$ cat src/rtl/fg_config_writer.sv
// Serializes a masked 64-bit configuration word into strobed 8-bit register writes
// for the function generator's synchronized register port.
//
// state  | meaning
// IDLE   | waiting for start_i; latches cfg/mask on start
// SETUP  | addr/data presented, strobe low
// STROBE | write enable held high for the receiver synchronizer
// GAP    | strobe low, addr/data still held; then next register or DONE
// DONE   | one-cycle done pulse, then back to IDLE
module fg_config_writer #(
  parameter int SETUP_CYCLES = 1,
  parameter int HOLD_CYCLES  = 4,
  parameter int GAP_CYCLES   = 4
) (
  input  logic        clk_i,
  input  logic        rst_i,
  input  logic        start_i,
  input  logic [63:0] cfg_i,
  input  logic [7:0]  mask_i,
  output logic [7:0]  data_o,
  output logic [2:0]  addr_o,
  output logic        wr_en_o,
  output logic        busy_o,
  output logic        done_o
);

  localparam int MAXC0 = (SETUP_CYCLES > HOLD_CYCLES) ? SETUP_CYCLES : HOLD_CYCLES;
  localparam int MAXC  = (MAXC0 > GAP_CYCLES) ? MAXC0 : GAP_CYCLES;
  localparam int CW    = (MAXC <= 1) ? 1 : $clog2(MAXC);

  localparam logic [CW-1:0] SETUP_LD = CW'(SETUP_CYCLES - 1);
  localparam logic [CW-1:0] HOLD_LD  = CW'(HOLD_CYCLES - 1);
  localparam logic [CW-1:0] GAP_LD   = CW'(GAP_CYCLES - 1);

  typedef enum logic [2:0] {
    S_IDLE,
    S_SETUP,
    S_STROBE,
    S_GAP,
    S_DONE
  } state_t;

  state_t        state_q, state_d;
  logic [CW-1:0] cnt_q, cnt_d;
  logic [63:0]   cfg_q, cfg_d;
  logic [7:0]    mask_q, mask_d;
  logic [7:0]    data_q, data_d;
  logic [2:0]    addr_q, addr_d;
  logic          wr_en_q, busy_q, done_q;
  logic [3:0]    nx_first, nx_after;

  // {found, index} of the lowest set mask bit at or above lo
  function automatic logic [3:0] next_set(input logic [7:0] m, input logic [3:0] lo);
    logic [3:0] r;
    r = '0;
    for (int k = 7; k >= 0; k--) begin
      if (m[k] && (k >= int'(lo))) r = {1'b1, 3'(k)};
    end
    return r;
  endfunction

  function automatic logic [7:0] byte_of(input logic [63:0] c, input logic [2:0] a);
    logic [7:0] b;
    b = '0;
    for (int k = 0; k < 8; k++) begin
      if (a == 3'(k)) b = c[63-8*k -: 8];
    end
    return b;
  endfunction

  assign nx_first = next_set(mask_i, 4'd0);
  assign nx_after = next_set(mask_q, {1'b0, addr_q} + 4'd1);

  always_comb begin
    state_d = state_q;
    cnt_d   = cnt_q;
    cfg_d   = cfg_q;
    mask_d  = mask_q;
    data_d  = data_q;
    addr_d  = addr_q;
    case (state_q)
      S_IDLE: begin
        if (start_i) begin
          cfg_d  = cfg_i;
          mask_d = mask_i;
          if (nx_first[3]) begin
            state_d = S_SETUP;
            cnt_d   = SETUP_LD;
            addr_d  = nx_first[2:0];
            data_d  = byte_of(cfg_i, nx_first[2:0]);
          end else begin
            // empty mask: one quiet busy cycle before the done pulse
            state_d = S_GAP;
            cnt_d   = '0;
          end
        end
      end
      S_SETUP: begin
        if (cnt_q == '0) begin
          state_d = S_STROBE;
          cnt_d   = HOLD_LD;
        end else begin
          cnt_d = cnt_q - 1'b1;
        end
      end
      S_STROBE: begin
        if (cnt_q == '0) begin
          state_d = S_GAP;
          cnt_d   = GAP_LD;
        end else begin
          cnt_d = cnt_q - 1'b1;
        end
      end
      S_GAP: begin
        if (cnt_q != '0) begin
          cnt_d = cnt_q - 1'b1;
        end else if (nx_after[3] && (mask_q != 8'h00)) begin
          state_d = S_SETUP;
          cnt_d   = SETUP_LD;
          addr_d  = nx_after[2:0];
          data_d  = byte_of(cfg_q, nx_after[2:0]);
        end else begin
          state_d = S_DONE;
        end
      end
      S_DONE: begin
        state_d = S_IDLE;
      end
      default: begin
        state_d = S_IDLE;
      end
    endcase
  end

  always_ff @(posedge clk_i) begin
    if (rst_i) begin
      state_q <= S_IDLE;
      cnt_q   <= '0;
      cfg_q   <= '0;
      mask_q  <= '0;
      data_q  <= '0;
      addr_q  <= '0;
      wr_en_q <= 1'b0;
      busy_q  <= 1'b0;
      done_q  <= 1'b0;
    end else begin
      state_q <= state_d;
      cnt_q   <= cnt_d;
      cfg_q   <= cfg_d;
      mask_q  <= mask_d;
      data_q  <= data_d;
      addr_q  <= addr_d;
      wr_en_q <= (state_d == S_STROBE);
      busy_q  <= (state_d != S_IDLE);
      done_q  <= (state_d == S_DONE);
    end
  end

  assign data_o  = data_q;
  assign addr_o  = addr_q;
  assign wr_en_o = wr_en_q;
  assign busy_o  = busy_q;
  assign done_o  = done_q;

endmodule

$ cat config.mk
export PLATFORM = sky130hd
export DESIGN_NAME = fg_config_writer
export DESIGN_NICKNAME = d
export VERILOG_FILES = /design/src/rtl/fg_config_writer.sv
export SDC_FILE = /design/constraint.sdc
export NUM_CORES = 1
export LEC_CHECK = 0
export BUFFER_PORTS_ARGS = -buffer_cell sky130_fd_sc_hd__clkbuf_2
export CAP_MARGIN = 20
export CORE_AREA = 2 2 147 149
export CTS_CLUSTER_DIAMETER = 40
export DETAILED_ROUTE_END_ITERATION = 7
export DIE_AREA = 0 0 149 151
export GPL_TIMING_DRIVEN = 1
export PLACE_DENSITY = 0.38
export SYNTH_ARGS = -nofsm -noshare
export SYNTH_HDL_FRONTEND = slang
export SYNTH_SLANG_ARGS = --single-unit
$ cat constraint.sdc
create_clock -name clk_i -period 3.25 [get_ports clk_i]
set_input_delay 0.325 -clock clk_i [delete_from_list [all_inputs] [get_ports clk_i]]
set_output_delay 0.325 -clock clk_i [all_outputs]
set_load 0.02 [all_outputs]
==> out/metrics.yaml <==
path_cells: "inv_1 -> ha_1 -> a2bb2oi_1 -> o221a_2 -> a21o_1 -> a21oi_1 -> buf_4 -> mux2i_1 -> o211ai_1 -> a32oi_1 -> o31ai_1"
fin_nets: 841
rows: 53
place_congestion: 0.895
hold_viol: 0
syn_inst: 694
htreeDepth: 3
start_util_pct: 24.6
cp-end-kind: "register"
setup-violations-final: 0
yosys-top-cells-count: "194 x nand2_1, 100 x a21oi_1, 91 x dfxtp_1"
clkTransAtPathRegs_ps: 70
ios: 89
p_per_area_nw_per_um2: 795
grt_pass1_wl_mm: 30.2
path_class: "register to register"
area.growth.synth_to_final_pct: 20.4
synth_nets: 775
drive_above_1_share_pct: 20.1
cts_buffer_depth: 2
drc: 0
rsz0062_at_grt: "no"
max_slew_margin_pct: 34.1
ir_drop_mv: 0.218
grt_max_degree: 89
slowest_stage: "dfxtp_1"
synth_seq_area_share_pct: 35.5
synth.avg_cell_area_um2: 7.39
power.internal_mw: 2.83
synth_top_cell_area_share_pct: 35.5
synth_enable_flop_cells: 0
p_comb_share_pct: 42.4
drt_iter0_markers: 390
grt_pass1_vias: 5094
dp_hpwl_mm: 15.0
fin_crit_sh_pct: 93.2
max-cap-violations: 0
core-area_um2: 20800
placement.io_buffers: 88
pwr-share-seq_pct: 33.5
synth_cell_types: 67
clockRootBuffer: "clkbuf_16"
cts_tree: "built"
cts_sinks: 91
yosysWarnings: 0
dieArea_um2: 22500
p_total_mw: 4.91
yosysMostFrequentCell: "nand2_1"
die_x_um: 149
final_max_slew_viol_count: 0
antennaDiodeCount: 0
crit_path_max_incr_delay_ps: 480
track_usage_pct: 17.9
hp-class: "input pin to register"
finalWirelength_mm: 19.7
ys_ff_latch: 91
worst_slew_pin_slew_ps: 989
ys.flop_type: "dfxtp_1"
worst_ep_required_time_ps: 3460
period_minus_slack_ps: 3030
placed_cell_area_um2: 5830
wl_per_cell_um: 18.9
power_frac_clock_pct: 24.2
holdWs_ps: 200
die_y_um: 151
finalClockSkew_ps: 9.01
start_kind: "register"
fmax_ghz: 0.330
antenna_found_initial: 0
fillers: 2344
async_reset_ff_share_pct: 0
syn_area_um2: 5130
cts_buffers: 9
hold_buffers: 0
cp.arrival_ps: 3240
fin_area_um2: 6170
yosys-top-cells-area: "dfxtp_1 36%, nand2_1 14%, a21oi_1 9.8%, mux2i_1 4.1%, nor2_1 2.8%"
yosysTopAreaCell: "dfxtp_1"
fin_tns_setup_ps: 0
viasPerCell: 5.03
vias: 5232
cp_max_fo: 9
p_sw_mw: 2.07
leakagePower_nw: 2.40
grt_overflow: 0
insertion_delay_ps: 350
ant_nets: 0
swShare_pct: 42.2
status: "finished clean"
dr.pass1.iters: 5
-- placed cells by master (no fill, tap or decap), types with 8 or more instances in the layout --
master     count
a31oi_1       10
o211ai_1       8
a21oi_1      100
clkbuf_16      9
o21ai_0       26
inv_1         16
nand3_1        9
mux2i_1       21
clkbuf_2      88
a211oi_1       8
nor2_1        38
buf_4         16
nand2_1      194
dfxtp_1       91
-- routing by layer --
| layer | GRT usage, % | wire length [um] | up-vias | part of all wire (%) |
|---|---|---|---|---|
| li1 | - | - | 2582 | - |
| met1 | 26.2 | 10000 | 2454 | 51 |
| met2 | 26.9 | 8360 | 177 | 43 |
| met3 | 3.10 | 927 | 19 | 4.7 |
| met4 | 4.57 | 322 | 0 | 1.6 |
| met5 | 0 | 0 | - | 0 |
-- state kept, by name (all words and copies together) (netlist names) --
name and cells:
cfg_q 64, data_o 8, mask_q 8, addr_o 3, state_q 3, cnt_q 2, busy_o 1, done_o 1
wr_en_o 1
-- logic make-up after synthesis --
family	after synthesis	synth area share [%]
buf+inv	67	5.49
compound gates	221	28.6
mux	27	5.85
fa+ha+maj	6	1.46
simple gates	280	22.7
flops	91	35.5
xor+xnor	2	0.342
-- final cells by class --
class	instances	area, um^2	area share, %
multi-input cells	536	3050	49.4
inverters	18	67.6	1.09
well taps	275	344	5.57
repair buffers	104	561	9.08
clock inverters	6	93.8	1.52
clock buffers	10	239	3.87
flip-flops and latches	91	1820	29.5
-- critical path: cells and delay by family (launching register included) --
kind	cells	cell delay (ps)
muxes	1	350
adders and majority gates	1	360
AOI/OAI and AO/OA	7	1340
DFF	1	480
buffers and inverters	2	350
-- path summary, 6_finish.rpt --
path	slack, ps	to	start	cells past startpoint
hold / removal	200	cfg_q[20]	cfg_i[20]	3
hold reg to reg	460	cfg_q[57]	cfg_q[57]	2
setup reg to reg	220	data_o[2]	addr_o[0]	11
setup / recovery	220	data_o[2]	addr_o[0]	11
-- stage by stage --
step	util, %	worst slack (ps)	std cells
detailed placement	28.0	86.6	1024
finish	29.6	220	1040
global placement	28.0	133	1024
floorplan	-	549	694
CTS	29.6	61.7	1040
global route	29.6	35.0	1040
-- power groups by stage --
stage	sequential, mW	clock [mW]	combinational, mW
5_1_grt	1.69	1.25	2.30
3_3_place_gp	1.67	0	2.05
4_1_cts	1.64	1.21	2.07
3_5_place_dp	1.66	0	2.07
6_report	1.64	1.19	2.08
2_1_floorplan	1.62	0	1.41
-- timing repair --
item,CTS,global route
buffers inserted,0,0
gates resized for setup,0,4
hold endpoints to repair,0,0
endpoints found under the setup margin,0,1
No activity file was read; power rests on OpenSTA's default activity.
